## src/rtl/seg_scan_decoder.sv

```systemverilog
// Receive-side decoder for a scanned, multiplexed 7-segment bus: samples cat/seg,
// debounces each digit position and recovers committed BCD digits plus a 0..99 value.
module seg_scan_decoder #(
    parameter int NDIG   = 8,
    parameter int STABLE = 2
) (
    input  logic                clk,
    input  logic                reset,
    input  logic [7:0]          cat_in,
    input  logic [6:0]          seg_in,
    output logic [4*NDIG-1:0]   digit_bcd,
    output logic [NDIG-1:0]     digit_valid,
    output logic [6:0]          value,
    output logic                update,
    output logic                err_cat,
    output logic                err_seg,
    output logic [7:0]          err_count
);

    localparam int             CW      = (STABLE < 1) ? 1 : $clog2(STABLE + 1);
    localparam logic [CW-1:0]  CNT_TOP = CW'(STABLE);
    localparam logic [CW-1:0]  CNT_ONE = CW'(1);

    // Returns {legal, numeral, bcd}; the all-dark pattern is legal but not a numeral.
    function automatic logic [5:0] seg_decode(input logic [6:0] seg);
        logic [5:0] r;
        case (seg)
            7'b1111110: r = {1'b1, 1'b1, 4'd0};
            7'b0110000: r = {1'b1, 1'b1, 4'd1};
            7'b1101101: r = {1'b1, 1'b1, 4'd2};
            7'b1111001: r = {1'b1, 1'b1, 4'd3};
            7'b0110011: r = {1'b1, 1'b1, 4'd4};
            7'b1011011: r = {1'b1, 1'b1, 4'd5};
            7'b1011111: r = {1'b1, 1'b1, 4'd6};
            7'b1110000: r = {1'b1, 1'b1, 4'd7};
            7'b1111111: r = {1'b1, 1'b1, 4'd8};
            7'b1111011: r = {1'b1, 1'b1, 4'd9};
            7'b0000000: r = {1'b1, 1'b0, 4'd0};
            default:    r = 6'b000000;
        endcase
        return r;
    endfunction

    // Returns {hit, index}: hit only for a single low bit at a captured position.
    function automatic logic [3:0] select_index(input logic [7:0] cat);
        logic [3:0] r;
        r = 4'b0000;
        for (int i = 0; i < NDIG; i++) begin
            r = (cat == ~(8'b00000001 << i)) ? {1'b1, 3'(i)} : r;
        end
        return r;
    endfunction

    logic [7:0]     cat_s;
    logic [6:0]     seg_s;

    logic [3:0]     sel_info_sig;
    logic [5:0]     seg_info_sig;
    logic           idle_sig;
    logic           cat_ok_sig;
    logic           seg_ok_sig;
    logic [2:0]     smp_idx_sig;
    logic           smp_valid_sig;
    logic [3:0]     smp_bcd_sig;
    logic           accept_sig;
    logic           err_cat_sig;
    logic           err_seg_sig;

    logic           cand_valid_r   [NDIG];
    logic [3:0]     cand_bcd_r     [NDIG];
    logic [CW-1:0]  cnt_r          [NDIG];
    logic           cand_valid_nxt [NDIG];
    logic [3:0]     cand_bcd_nxt   [NDIG];
    logic [CW-1:0]  cnt_nxt        [NDIG];
    logic [NDIG-1:0] commit_sig;
    logic [6:0]     value_sig;

    // Input sample stage.
    always_ff @(posedge clk or posedge reset) begin
        if (reset) begin
            cat_s <= 8'hFF;
            seg_s <= 7'b0000000;
        end else begin
            cat_s <= cat_in;
            seg_s <= seg_in;
        end
    end

    // Classify the sampled select and segment pattern; seg is ignored for bad selects.
    always_comb begin
        sel_info_sig  = select_index(cat_s);
        seg_info_sig  = seg_decode(seg_s);
        idle_sig      = (cat_s == 8'hFF);
        cat_ok_sig    = sel_info_sig[3];
        smp_idx_sig   = sel_info_sig[2:0];
        seg_ok_sig    = seg_info_sig[5];
        smp_valid_sig = seg_info_sig[4];
        smp_bcd_sig   = seg_info_sig[3:0];
        err_cat_sig   = !idle_sig && !cat_ok_sig;
        err_seg_sig   = cat_ok_sig && !seg_ok_sig;
        accept_sig    = cat_ok_sig && seg_ok_sig;
    end

    // Per-digit stability filter next state and commit decision.
    always_comb begin
        for (int k = 0; k < NDIG; k++) begin
            cand_valid_nxt[k] = cand_valid_r[k];
            cand_bcd_nxt[k]   = cand_bcd_r[k];
            cnt_nxt[k]        = cnt_r[k];
            commit_sig[k]     = 1'b0;
            if (accept_sig && (smp_idx_sig == 3'(k))) begin
                if ((smp_valid_sig == cand_valid_r[k]) && (smp_bcd_sig == cand_bcd_r[k])) begin
                    cnt_nxt[k] = (cnt_r[k] == CNT_TOP) ? cnt_r[k] : cnt_r[k] + CNT_ONE;
                end else begin
                    cand_valid_nxt[k] = smp_valid_sig;
                    cand_bcd_nxt[k]   = smp_bcd_sig;
                    cnt_nxt[k]        = CNT_ONE;
                end
                // Only a changed result commits, so re-confirmation stays silent.
                commit_sig[k] = (cnt_nxt[k] == CNT_TOP) &&
                                ({cand_valid_nxt[k], cand_bcd_nxt[k]} !=
                                 {digit_valid[k], digit_bcd[4*k +: 4]});
            end else begin
                commit_sig[k] = 1'b0;
            end
        end
    end

    // Two-digit binary value from the committed registers.
    always_comb begin
        case (digit_valid[1:0])
            2'b11:   value_sig = ({3'b000, digit_bcd[7:4]} * 7'd10) + {3'b000, digit_bcd[3:0]};
            2'b01:   value_sig = {3'b000, digit_bcd[3:0]};
            default: value_sig = 7'd0;
        endcase
    end

    // Filter state, committed digits and status outputs.
    always_ff @(posedge clk or posedge reset) begin
        if (reset) begin
            for (int k = 0; k < NDIG; k++) begin
                cand_valid_r[k] <= 1'b0;
                cand_bcd_r[k]   <= 4'd0;
                cnt_r[k]        <= '0;
            end
            digit_valid <= '0;
            digit_bcd   <= '0;
            value       <= 7'd0;
            update      <= 1'b0;
            err_cat     <= 1'b0;
            err_seg     <= 1'b0;
            err_count   <= 8'd0;
        end else begin
            for (int k = 0; k < NDIG; k++) begin
                cand_valid_r[k] <= cand_valid_nxt[k];
                cand_bcd_r[k]   <= cand_bcd_nxt[k];
                cnt_r[k]        <= cnt_nxt[k];
                if (commit_sig[k]) begin
                    digit_valid[k]        <= cand_valid_nxt[k];
                    digit_bcd[4*k +: 4]   <= cand_bcd_nxt[k];
                end else begin
                    digit_valid[k]        <= digit_valid[k];
                    digit_bcd[4*k +: 4]   <= digit_bcd[4*k +: 4];
                end
            end
            value   <= value_sig;
            update  <= |commit_sig;
            err_cat <= err_cat_sig;
            err_seg <= err_seg_sig;
            if ((err_cat || err_seg) && (err_count != 8'hFF)) begin
                err_count <= err_count + 8'd1;
            end else begin
                err_count <= err_count;
            end
        end
    end

endmodule

```

## config.mk

```make
export PLATFORM = sky130hd
export DESIGN_NAME = seg_scan_decoder
export DESIGN_NICKNAME = d
export VERILOG_FILES = /design/src/rtl/seg_scan_decoder.sv
export SDC_FILE = /design/constraint.sdc
export NUM_CORES = 1
export LEC_CHECK = 0
export CORE_ASPECT_RATIO = 1.25
export CORE_MARGIN = 2
export CORE_UTILIZATION = 45
export CTS_CLUSTER_SIZE = 16
export DETAILED_ROUTE_END_ITERATION = 8
export PLACE_DENSITY_LB_ADDON = 0.08
export SYNTH_ARGS = -nofsm -noshare
export SYNTH_HDL_FRONTEND = slang
export SYNTH_SLANG_ARGS = --single-unit
```

## constraint.sdc

```tcl
create_clock -name clk -period 6.46 [get_ports clk]
set_clock_uncertainty 0.15 [all_clocks]
set_input_delay 0.969 -clock clk [delete_from_list [all_inputs] [get_ports clk]]
set_output_delay 0.969 -clock clk [all_outputs]
set_load 0.01 [all_outputs]
```

Word-level counts from Yosys, hierarchy flattened
Index checks and enable logic that the tools add are counted.
Widths: inputs -> output; s select.
{"block": "totals", "ff_bits": 129, "input_bits": 17, "elab_cells": 252, "output_inout_bits": 58}
{"block": "op_classes", "mux": 90, "addsub": 10, "n_reduce_logical": 35, "eq_ne": 69, "n_mul": 1}
{"operator": "$mux 4", "count": 32}
{"operator": "$pmux 6 s11", "count": 1}
{"operator": "$eq 8x8->1 const B", "count": 8}
{"operator": "$eq 7x7->1 const B", "count": 8}
{"operator": "$mux 2", "count": 24}
{"operator": "$ne 5x5->1", "count": 8}
{"operator": "$eq 2x2->1 const B", "count": 17}
{"operator": "$eq 4x4->1", "count": 8}
{"operator": "$mux 1", "count": 32}
{"operator": "$logic_and 1x1->1", "count": 28}
{"operator": "$add 2x1->2 const B", "count": 8}
{"operator": "$eq 7x6->1 const B", "count": 2}
{"operator": "$pmux 7 s2", "count": 1}
{"operator": "$eq 3x3->1 const B", "count": 4}
{"operator": "$add 8x1->8 const B", "count": 1}
{"operator": "$eq 1x1->1", "count": 8}
{"operator": "$eq 8x7->1 const B", "count": 1}
{"operator": "$ne 8x8->1 const B", "count": 1}
{"operator": "$reduce_or 8->1", "count": 1}
{"operator": "$add 7x4->7", "count": 1}
{"operator": "$logic_not 7->1", "count": 1}
{"operator": "$eq 3x2->1 const B", "count": 2}
{"operator": "$mul 4x3->6 const B", "count": 1}
{"operator": "$eq 3x1->1 const B", "count": 1}
{"operator": "other kinds (4)", "count": 6}

Longest topological paths before layout
Gate-level depths: netlist of run 1.
{"block": "logic_depth", "depth_word": 16, "ltp_mapped": 12, "ltp_nobuf": 8}

Worst setup path after synthesis of run 1
Ideal clock, no wire load.
{"block": "synth_path", "path_kind": "reg-to-reg", "from": "reg seg_s[0]", "to": "reg digit_bcd[16]", "setup_time_ps": 125, "path_stages_with_launch": 11, "slack_ps": 3207, "t_arrival_ps": 2978, "required_time_ps": 6185, "path_buffers": 2, "period_less_slack_ps": 3253, "path_cell_list": "dfrtp_1 -> buf_6 -> or3b_2 -> a21o_1 -> nand2_1 -> xor2_1 -> nor4_2 -> nand3_1 -> or4_1 -> buf_4 -> mux2_4"}
{"block": "synth_via", "elab_chain_cells": 9, "elab_cells_between_ends": 28, "cone_classes": "14 x eq/ne; 9 x mux; 5 x reduce/logical"}
{"item": "start, declared", "line": "55", "text": "logic [6:0] seg_s;"}
{"item": "start signal, assigned", "line": "85", "text": "seg_s <= seg_in;"}
{"item": "$eq 7x7->1 (tied with other cells)", "line": "27", "text": "case (seg)"}
{"item": "$pmux 6 s11 *", "line": "27"}
{"item": "$eq 4x4->1 or $eq 1x1->1 (tied branches)", "line": "112", "text": "if ((smp_valid_sig == cand_valid_r[k]) && (smp_bcd_sig == cand_bcd_r[k])) begin"}
{"item": "$logic_and 1x1->1", "line": "112"}
{"item": "$mux 4 (tied with other cells)", "line": "112"}
{"item": "$mux 4 (tied with other cells)", "line": "111", "text": "if (accept_sig && (smp_idx_sig == 3'(k))) begin"}
{"item": "$ne 5x5->1 or $eq 2x2->1 (tied branches)", "line": "121, 120"}
{"item": "$logic_and 1x1->1", "line": "120", "text": "commit_sig[k] = (cnt_nxt[k] == CNT_TOP) &&"}
{"item": "$mux 1", "line": "111"}
{"item": "end signal, assigned by index", "line": "160", "text": "digit_bcd[4*k +: 4] <= cand_bcd_nxt[k];"}
{"item": "end signal, assigned by index", "line": "163", "text": "digit_bcd[4*k +: 4] <= digit_bcd[4*k +: 4];"}
{"item": "end, declared", "line": "11", "text": "output logic [4*NDIG-1:0] digit_bcd,"}
Every way passes the cells marked *; elsewhere a longest branch is shown, timed or not. The select of a mux whose other input is x is not followed.
A chain may end at the register's enable or synchronous reset.

Worst setup path in the final report of run 1
{"block": "layout_path", "from": "reg seg_s[3]", "to": "reg update"}
{"block": "layout_via", "elab_chain_cells": 10, "elab_cells_between_ends": 126, "cone_classes": "42 x eq/ne; 57 x mux; 27 x reduce/logical"}
{"item": "$eq 7x7->1 (tied with other cells)", "line": "27"}
{"item": "$pmux 6 s11 *", "line": "27"}
{"item": "$eq 4x4->1 or $eq 1x1->1 (tied branches)", "line": "112"}
{"item": "$logic_and 1x1->1", "line": "112"}
{"item": "$mux 4 (tied with other cells)", "line": "112"}
{"item": "$mux 4 (tied with other cells)", "line": "111"}
{"item": "$ne 5x5->1 or $eq 2x2->1 (tied branches)", "line": "121, 120"}
{"item": "$logic_and 1x1->1", "line": "120"}
{"item": "$mux 1", "line": "111"}
{"item": "$reduce_or 8->1 *", "line": "167", "text": "update <= |commit_sig;"}
{"item": "end signal, assigned", "line": "167"}
{"item": "end, declared", "line": "14", "text": "output logic update,"}
Marked as above.

==> results of run 1 <==
==> area by class of cell <==
| type | instances | area [sq um] | share of cell area |
|---|---|---|---|
| flip-flops and latches | 129 | 3238 | 0.3911 |
| clock inverters | 10 | 133.9 | 0.01617 |
| inverters | 27 | 103.9 | 0.01254 |
| well taps | 182 | 227.7 | 0.02750 |
| multi-input cells | 450 | 3326 | 0.4017 |
| clock buffers | 22 | 464.2 | 0.05607 |
| repair buffers | 80 | 785.8 | 0.09491 |
==> kinds of logic after synthesis <==
| kind of cell | count (synthesis) | synth area share |
|---|---|---|
| compound gates | 102 | 0.09403 |
| xor+xnor | 85 | 0.1093 |
| buf+inv | 60 | 0.03765 |
| mux | 56 | 0.09477 |
| fa+ha+maj | 17 | 0.03343 |
| flops | 129 | 0.4753 |
| simple gates | 190 | 0.1556 |
==> placed cells by master (no fill, tap or decap), types with 3 or more instances in the layout <==
cell,netlist,routed
nand3_1,16,16
o21ai_0,42,42
nand2b_1,11,11
mux2_4,5,5
buf_4,4,6
or3_1,7,7
and4b_1,3,3
nor2_1,28,28
nand2_1,60,60
clkbuf_16,0,17
xnor2_1,57,57
o211ai_1,3,3
and3_1,5,5
a21oi_1,20,20
a31oi_1,4,4
mux2_2,48,48
a21o_1,5,5
nor3b_1,3,3
ha_1,15,15
mux2i_1,3,3
nor4_1,6,6
nand3b_1,3,3
nand4b_1,4,4
dfstp_2,8,8
clkinv_2,0,4
o41ai_1,3,3
and4_1,3,3
clkdlybuf4s50_1,0,74
inv_1,27,26
nor2b_1,3,3
dfrtp_1,121,121
or4_1,6,6
xor2_1,28,28
bufinv_16,0,3
clkbuf_1,20,3
nand4_1,12,12
==> state kept, by name, indices dropped and copies added (netlist names) <==
signal and cells:
err_seg 1, cand_bcd_r 32, digit_bcd 32, digit_valid 8
cand_valid_r 8, cnt_r 16, cat_s 8, seg_s 7
err_count 8, value 7, update 1, err_cat 1
==> routing by layer <==
metal  global-route usage  part of all wire  wire length [um]  vias to the layer above
li1                     -                 -                 -                     2371
met1               0.2453              0.43              6587                     2390
met2               0.3452              0.51              7769                      111
met3              0.04015             0.041               629                       16
met4              0.07060             0.015               223                        0
met5                    0                 0                 0                        -
==> worst max-delay path, cell delays in order (launching register included) <==
cell       delay (ns)
dfrtp_1          0.47
nand4bb_1        0.38
a211oi_2         0.11
nor4_4           0.92
buf_4            0.37
xnor2_1          0.10
or4_1            0.50
and4b_1          0.33
nor4_1           0.48
nand4_1          0.14
==> through the flow <==
| stage | total power, mW | setup slack, ns | cells | util | hold WS [ns] |
|---|---|---|---|---|---|
| floorplan | 0.9979 | 1.913 | 639 | - | 0.2932 |
| global placement | 1.077 | 2.473 | 868 | 0.5159 | 0.3071 |
| detailed placement | 1.080 | 2.384 | 868 | 0.5159 | 0.3185 |
| CTS | 2.057 | 2.367 | 900 | 0.5561 | 0.3313 |
| global route | 2.120 | 2.161 | 900 | 0.5561 | 0.3693 |
| finish | 2.036 | 2.368 | 900 | 0.5561 | 0.3273 |
==> worst paths after layout <==
kind | start | end | slack, ns | depth (start not counted)
max in group asynchronous | reset | cand_bcd_r[7]$_DFF_PP0_ | 3.97 | 3
worst max-delay path | seg_s[3]$_DFF_PP0_ | update$_DFF_PP0_ | 2.37 | 9
min in group asynchronous | reset | err_count[3]$_DFFE_PP0P_ | 0.99 | 2
worst max register to register | seg_s[3]$_DFF_PP0_ | update$_DFF_PP0_ | 2.37 | 9
worst min register to register | cnt_r[15]$_DFFE_PP0P_ | cnt_r[15]$_DFFE_PP0P_ | 0.33 | 2
worst min-delay path | cnt_r[15]$_DFFE_PP0P_ | cnt_r[15]$_DFFE_PP0P_ | 0.33 | 2
==> report_power, final <==
group	total [mW]	leakage (nW)	switching [mW]	internal, mW
logic	0.184	1.62	0.0882	0.0956
clock network	0.972	0.290	0.347	0.625
registers	0.880	1.74	0.0384	0.842
total	2.04	3.65	0.474	1.56
==> summary.md, run 1 <==
| Metric | Value |
|---|---|
| Status | `complete, no violations` |
| Max Fanout on Critical Path | `16` |
| Fraction of layout cells with a size suffix above 1 | `0.1532` |
| Core Area | `0.01489 sq mm` |
| Gate Count Post-Synth | `639` |
| DRT Wirelength | `15,210 um` |
| CTS sink count | `129` |
| Post-synthesis sequential area ratio | `0.4753` |
| First-iteration detailed-routing DRC count | `142` |
| Area Overhead vs Synth | `21.52%` |
| Worst EP required | `6.58 ns` |
| Max-slew headroom | `0.2467` |
| Async SR Flop Fraction | `1.000` |
| Die area | `0.01615 sq mm` |
| Unique masters post-synth | `69` |
| Die W | `114.1 um` |
| Clk buf depth | `2` |
| Port bufs | `74` |
| Total congestion overflow | `0` |
| Total track usage | `0.1989` |
| Htree depth | `4` |
| Root Buffer | `clkbuf_16` |
| Area after DPL | `0.007681 sq mm` |
| Critical Path AT | `4.21 ns` |
| Synth Cell Area | `0.006813 sq mm` |
| CTS tree | `built` |
| Clock transition at path regs | `0.05 ns` |
| Setup TNS Final | `0 ns` |
| Initial core utilization | `0.4576` |
| Fill cell count | `1,337` |
| Max-Cap Viols | `0` |
| Cell taking the most area after synthesis | `dfrtp_1` |
| Startpoint type of the worst setup path | `flop` |
| Via density | `5.431` |
| RSZ-0062 raised after global routing | `no` |
| Largest net degree at the start of global routing | `79` |
| Most common cell in the synthesized netlist | `dfrtp_1` |
| Post-Layout Inst Area | `0.008279 sq mm` |
| Initial antenna violation count | `0` |
| Worst-Skew Late Latency | `0.41 ns` |
| Tmin final | `4.092 ns` |
| Power per cell area | `245.9 mW/mm^2` |
| Worst Path Class, Setup | `reg2reg` |
| Die Height | `141.6 um` |
| Most used DFF post-synth | `dfrtp_1` |
| Number of synthesized flops with an enable pin | `0` |
| Gpl congestion | `0.8037` |
| Num CTS Buffers | `17` |
| Final Max Slew Viols | `0` |
| Wire length per cell | `16.90 um` |
| Crit end category | `flop` |
| Detailed placement HPWL | `10,780 um` |
| I/O Pins | `75` |
| DRT antenna net count | `0` |
| Drt drc | `0` |
| First-pass GRT wire length | `24,980 um` |
| Post-Syn Nets | `673` |
| Postcts setup bufs | `0` |
| FF+latch count, synth | `129` |
| # setup viols final | `0` |
| Hold WC Path Type | `reg2reg` |
| Final hold viol count | `0` |
| Post-Syn Area per Cell | `10.66 sq um` |
| Synth top area cells | `dfrtp_1 (44%), mux2_2 (7.9%), xnor2_1 (7.3%)` |
| Resized Gates After CTS | `0` |
| Max Clk Rate | `244.4 MHz` |
| Fin crit share | `0.6334` |
| Via Count | `4,888` |
| Maximum vdd drop | `124.0 uV` |
| Least-Margin Pin Slew | `1.127 ns` |
| Top cell type's share of synthesized area | `0.4444` |
| Fin nets | `739` |
| Leak pwr | `3.649 nW` |
| Row cnt | `50` |
| Yosys warnings | `0` |
| Top cells by count, synth | `dfrtp_1 (121), nand2_1 (60), xnor2_1 (57)` |
| Vias in the first global route | `4,976` |
| Drt pass-1 iters | `5` |
| N_diodes | `0` |
| Post-CTS Hold Fix Bufs | `0` |
No activity file was read; power rests on OpenSTA's default activity.
==> inputs of run 2 (changes only) <==
- clock period: 6.46 -> 3.7 ns (I/O delays scaled with it)
==> run 2 against run 1 <==
Against the previous run:
- critical path depth down 1
- via count up 2.0%
- design area up 2.6%
- die area unchanged
- highest routed layer unchanged
==> summary.md, run 2 (synthesis gave the netlist of run 1 again) <==
| Metric | Value |
|---|---|
| Status | `complete, no violations` |
| Resized Gates After CTS | `0 (unchanged)` |
| Worst Path Class, Setup | `reg2reg` |
| Fin nets | `758 (+2.6%)` |
| Drt drc | `0 (unchanged)` |
| Core Area | `0.01489 sq mm (unchanged)` |
| Largest registers | `cand_bcd_r: 32 flops, digit_bcd: 32 flops, cnt_r: 16 flops` |
| Non-Filler Instances | `919 (+2.1%)` |
| Clk buf depth | `2 (unchanged)` |
| Clock Power Share | `0.488 (+0.010)` |
| Htree depth | `4 (unchanged)` |
| Slack of the critical path | `0.2713 ns (-2.097 ns)` |
| Pre-CTS setup slack | `0.2064 ns (-2.178 ns)` |
| RSZ-0062 raised after global routing | `no` |
| Initial antenna violation count | `0 (unchanged)` |
| Least-Margin Pin Slew | `0.7434 ns (-0.3838 ns)` |
| Clock transition at path regs | `0.06 ns (about the same)` |
| Critical Path AT | `3.59 ns (-0.62 ns)` |
| Via density | `5.423 (-0.14%)` |
| Root Buffer | `clkbuf_16` |
| Max Fanout on Critical Path | `13 (-3)` |
| Via Count | `4,984 (+2.0%)` |
| Maximum vdd drop | `285.7 uV (+130%)` |
| DRT antenna net count | `0 (unchanged)` |
| Die W | `114.1 um (unchanged)` |
| Largest stage delay, worst path | `0.63 ns (-0.29 ns)` |
| Int Pwr | `2.825 mW (+81%)` |
| Sequential power share | `0.421 (-0.011)` |
| Area Overhead vs Synth | `24.68%` |
| Final hold viol count | `0 (unchanged)` |
| Placed cell count | `885 (+2.0%)` |
| Worst-Skew Late Latency | `0.42 ns (about the same)` |
| Setup TNS Final | `0 ns (unchanged)` |
| First-pass GRT wire length | `26,510 um (+6.1%)` |
| Worst EP required | `3.86 ns (-2.72 ns)` |
| Gpl congestion | `0.8427 (+4.9%)` |
| Commonest non-fill, non-tap cells in the layout | `dfrtp_1 (121), clkdlybuf4s50_1 (74), nand2_1 (60), xnor2_1 (57), mux2_2 (48)` |
| Total track usage | `0.2118 (+0.01297)` |
| First-iteration detailed-routing DRC count | `152 (+7.0%)` |
| Initial core utilization | `0.4576 (unchanged)` |
| Fill cell count | `1,310 (-2.0%)` |
| Num CTS Buffers | `17 (unchanged)` |
| CTS sink count | `129 (unchanged)` |
| Final Total Pwr | `3.659 mW (+80%)` |
| Largest net degree at the start of global routing | `61 (-23%)` |
| Hold WC Path Type | `reg2reg` |
| Combinational Power Share | `0.091 (about the same)` |
| # setup viols final | `0 (unchanged)` |
| Die Height | `141.6 um (unchanged)` |
| Fraction of layout cells with a size suffix above 1 | `0.1750 (+0.02183)` |
| I/O Pins | `75 (unchanged)` |
| Max-Cap Viols | `0 (unchanged)` |
| Startpoint type of the worst setup path | `flop` |
| Fin crit share | `0.9267 (+0.2932)` |
| Sw Share | `0.2280 (-0.004664)` |
| Sw power | `0.8344 mW (+76%)` |
| N_diodes | `0 (unchanged)` |
| DRT Wirelength | `15,740 um (+3.5%)` |
| Power per cell area | `430.8 mW/mm^2 (+75%)` |
| Vias in the first global route | `5,207 (+4.6%)` |
| Die area | `0.01615 sq mm (unchanged)` |
| Port bufs | `74 (unchanged)` |
| Crit end category | `flop` |
| Crit-path cells | `or4_1, o21ai_0, a21boi_1, or2_2, nand3_1, or4_1, nor2_2, mux2_2` |
| Post-CTS Hold Fix Bufs | `0 (unchanged)` |
| Max-slew headroom | `0.5033 (+0.2567)` |
| Commonest non-fill, non-tap cell in the layout | `dfrtp_1` |
| CTS tree | `built` |
| Drt pass-1 iters | `4 (-1)` |
| Final Max Slew Viols | `0 (unchanged)` |
| Tmin final | `3.429 ns (-0.6633 ns)` |
| Detailed placement HPWL | `11,600 um (+7.6%)` |
| Wire length per cell | `17.13 um (+1.4%)` |
| Total congestion overflow | `0 (unchanged)` |
| Postcts setup bufs | `0 (unchanged)` |
| Row cnt | `50 (unchanged)` |
| Hold WS | `0.3251 ns (-0.002248 ns)` |
| Leak pwr | `3.762 nW (+3.1%)` |
| Cell repeated most along the worst path | `or4_1` |
| Max Clk Rate | `291.7 MHz (+19%)` |
| Crit path max-delay cell type | `or4_1` |
[run 2: final timing paths]
path                                             end            startpoint  slack, ns  cells past startpoint
min                             cnt_r[1]$_DFFE_PP0P_  cnt_r[1]$_DFFE_PP0P_       0.33                      2
max                        digit_bcd[14]$_DFFE_PP0P_    seg_s[0]$_DFF_PP0_       0.27                      8
max reg2reg                digit_bcd[14]$_DFFE_PP0P_    seg_s[0]$_DFF_PP0_       0.27                      8
min in group asynchronous   err_count[5]$_DFFE_PP0P_                 reset       0.46                      2
max in group asynchronous  digit_bcd[16]$_DFFE_PP0P_                 reset       2.21                      3
min reg2reg                     cnt_r[1]$_DFFE_PP0P_  cnt_r[1]$_DFFE_PP0P_       0.33                      2
[run 2: area by class of cell]
type / instances / area, sq um / area share
inverters: 27 / 105.1 / 0.01237
clock buffers: 23 / 478.0 / 0.05627
flip-flops and latches: 129 / 3238 / 0.3812
multi-input cells: 450 / 3326 / 0.3915
well taps: 182 / 227.7 / 0.02681
repair buffers: 99 / 965.9 / 0.1137
clock inverters: 9 / 153.9 / 0.01812
[run 2: layer usage]
metal  wire [um]  global-route usage
met5           0                   0
met4         434             0.08537
met3         550             0.05596
met2        7891              0.3571
met1        6864              0.2577
[run 2: worst max-delay path: cells and delay by family (launching register included)]
kind             cells  cell delay, ns
AO/OA/AOI/OAI        2            0.53
multiplexers         1            0.37
flip-flops           1            0.50
AND/OR/NAND/NOR      5            1.76
[run 2: per-stage QoR]
stage            util  area (sq um)
3_3_place_gp   0.5271          7848
5_1_grt        0.5705          8494
4_1_cts        0.5695          8479
6_report       0.5705          8494
3_5_place_dp   0.5271          7848
2_1_floorplan       -          6817
[run 2: power groups by stage]
stage,clock (mW),combinational [mW],sequential (mW)
after global routing,1.88,0.371,1.55
after detailed placement,0,0.334,1.56
after global placement,0,0.327,1.56
final,1.79,0.335,1.54
after CTS,1.82,0.340,1.54
after floorplan,0,0.183,1.56
==> inputs of run 3 (changes only) <==
- CELL_PAD_IN_SITES_DETAIL_PLACEMENT: default -> 1
- CELL_PAD_IN_SITES_GLOBAL_PLACEMENT: default -> 2
- CORE_UTILIZATION: 45 -> 34
==> run 3 against run 2 <==
Against the previous run:
- first-iteration DRC count fell by 7.9%
- worst setup slack improved by 0.013 ns
- die area is 31% higher
- core utilization is 13 points lower
- critical path type unchanged
- largest power group unchanged
==> summary.md, run 3 (synthesis gave the netlist of run 1 again) <==
| Metric | Value |
|---|---|
| Worst-Skew Late Latency | `0.43 ns (about the same)` |
| Max Fanout on Critical Path | `14 (+1)` |
| Family with the most delay on the worst path | `simple AND/OR/NAND/NOR gates` |
| Int Pwr | `2.722 mW (-3.6%)` |
| DRT Wirelength | `18,560 um (+18%)` |
| Final Max Slew Viols | `0 (unchanged)` |
| Detailed placement HPWL | `13,310 um (+15%)` |
| Critical Path AT | `3.54 ns (-0.05 ns)` |
| Root Buffer | `clkbuf_16` |
| Total track usage | `0.1863 (-0.02558)` |
| Hold WC Path Type | `reg2reg` |
| Worst Path Class, Setup | `reg2reg` |
| Worst r2r src | `seg_s[1]$_DFF_PP0_` |
| Clock transition at path regs | `0.06 ns (about the same)` |
| Crit-path cells | `or4_1, o2bb2ai_1, nor4_4, buf_4, xnor2_1, or4_1, and4b_1, nor4_1, nand4_1` |
| Clk buf depth | `2 (unchanged)` |
| Fin nets | `761 (+0.40%)` |
| # setup viols final | `0 (unchanged)` |
| Setup TNS Final | `0 ns (unchanged)` |
| Clock Power Share | `0.479 (-0.009)` |
| Total congestion overflow | `0 (unchanged)` |
| Largest net degree at the start of global routing | `68 (+11%)` |
| Largest registers | `cand_bcd_r: 32 flops, digit_bcd: 32 flops, cnt_r: 16 flops` |
| Tmin final | `3.415 ns (-0.01341 ns)` |
| Row cnt | `57 (+14%)` |
| Startpoint type of the worst setup path | `flop` |
| Via density | `5.004 (-7.7%)` |
| Final hold viol count | `0 (unchanged)` |
| Die Height | `162.3 um (+15%)` |
| Num CTS Buffers | `17 (unchanged)` |
| Max-Cap Viols | `0 (unchanged)` |
| Fraction of layout cells with a size suffix above 1 | `0.1824 (+0.007399)` |
| First-iteration detailed-routing DRC count | `140 (-7.9%)` |
| Vias in the first global route | `5,442 (+4.5%)` |
| Final Total Pwr | `3.613 mW (-1.2%)` |
| Drt pass-1 iters | `4 (unchanged)` |
| Crit path from | `seg_s[1]$_DFF_PP0_` |
| Max-slew headroom | `0.5829 (+0.07959)` |
| Post-Layout Inst Area | `0.008603 sq mm (+1.3%)` |
| Least-Margin Pin Slew | `0.6243 ns (-0.1191 ns)` |
| Area Overhead vs Synth | `26.28%` |
| I/O Pins | `75 (unchanged)` |
| Sw power | `0.8910 mW (+6.8%)` |
| Area after DPL | `0.007989 sq mm (+1.8%)` |
| Max Clk Rate | `292.8 MHz (+0.39%)` |
| Wire length per cell | `18.47 um (+7.8%)` |
| Leak pwr | `3.777 nW (+0.39%)` |
| Min-delay src | `cnt_r[13]$_DFFE_PP0P_` |
| Die area | `0.02119 sq mm (+31%)` |
| Core Area | `0.01954 sq mm (+31%)` |
| Status | `complete, no violations` |
| Htree depth | `4 (unchanged)` |
| Die W | `130.6 um (+15%)` |
| Commonest non-fill, non-tap cells in the layout | `dfrtp_1 (121), clkdlybuf4s50_1 (74), nand2_1 (60), xnor2_1 (57), mux2_2 (48)` |
| Drt drc | `0 (unchanged)` |
| Combinational Power Share | `0.095 (+0.004)` |
| Initial antenna violation count | `0 (unchanged)` |
| Crit path max-delay cell type | `or4_1` |
| Gpl congestion | `0.7869 (-6.6%)` |
| First-pass GRT wire length | `29,870 um (+13%)` |
| Crit end category | `flop` |
| Sw Share | `0.2466 (+0.01856)` |
| Sequential power share | `0.426 (+0.005)` |
| Port bufs | `74 (unchanged)` |
| Worst EP required | `3.83 ns (-0.03 ns)` |
| Largest stage delay, worst path | `0.63 ns (about the same)` |
| CTS sink count | `129 (unchanged)` |
| N_diodes | `0 (unchanged)` |
| Power per cell area | `420.0 mW/mm^2 (-2.5%)` |
| Initial core utilization | `0.3486 (-0.1089)` |
| CTS tree | `built` |
| Via Count | `5,029 (+0.90%)` |
| Commonest non-fill, non-tap cell in the layout | `dfrtp_1` |
| Maximum vdd drop | `324.3 uV (+14%)` |
| Cell repeated most along the worst path | `or4_1` |
| DRT antenna net count | `0 (unchanged)` |
| RSZ-0062 raised after global routing | `no` |
| Fin crit share | `0.9230 (-0.003624)` |
| CP Buf/Inv Count | `1 (+1)` |
## run 3: changes by cell type in the layout (fill, tap and decap cells not counted), sizes merged
cell      before  now
clkinv         3    8
clkbuf        23   19
buf           25   28
bufinv         4    3
clkinvlp       3    2
inv           26   27
## run 3: final timing paths
path                            cells after the start  slack [ns]                    end
worst min register to register                      2        0.33  cnt_r[13]$_DFFE_PP0P_
worst max-delay path                                9        0.28       update$_DFF_PP0_
min in group asynchronous                           2        0.41   cnt_r[4]$_DFFE_PP0P_
worst max register to register                      9        0.28       update$_DFF_PP0_
max in group asynchronous                           3        2.23  cnt_r[12]$_DFFE_PP0P_
worst min-delay path                                2        0.33  cnt_r[13]$_DFFE_PP0P_
## run 3: stage by stage
stage | worst slack, ns | utilization | instances | hold WS (ns)
6_report | 0.2847 | 0.4403 | 1005 | 0.3320
5_1_grt | 0.1026 | 0.4403 | 1005 | 0.3539
4_1_cts | 0.1237 | 0.4397 | 1005 | 0.3345
3_5_place_dp | 0.1576 | 0.4088 | 973 | 0.3216
3_3_place_gp | 0.2771 | 0.4088 | 973 | 0.3097
2_1_floorplan | 0.4468 | - | 639 | 0.2932
## run 3: layer usage
layer,share of wire,up-vias,track usage,wire length [um]
li1,-,2407,-,-
met1,0.46,2543,0.2424,8598
met2,0.50,63,0.3134,9276
met3,0.024,16,0.03228,453
met4,0.013,0,0.05996,235
met5,0,-,0,0
## run 3: repair_timing
action	4_1_cts	5_1_grt
setup endpoints to repair	0	6
hold buffers	0	0
gates resized for setup	0	2
setup buffers	0	0
## run 3: area by class of cell
type                    count  area [sq um]
fillers                  2190         10940
flip-flops and latches    129          3238
clock inverters            13         161.4
inverters                  27         105.1
well taps                 265         331.6
repair buffers            102         988.4
clock buffers              19         442.9
multi-input cells         450          3336
## run 3: power by group through the flow
stage / Clock, mW / Combinational, mW / Sequential, mW
after floorplan: 0 / 0.183 / 1.56
after global placement: 0 / 0.341 / 1.56
after detailed placement: 0 / 0.347 / 1.56
after CTS: 1.79 / 0.349 / 1.54
after global routing: 1.84 / 0.380 / 1.55
final: 1.73 / 0.342 / 1.54
## run 3: tightest hold or removal path: cells and delay by family, from the launching register on
family / cells / cell delay, ns
AO/OA/AOI/OAI: 1 / 0.06
flip-flops: 1 / 0.34
AND/OR/NAND/NOR: 1 / 0.05
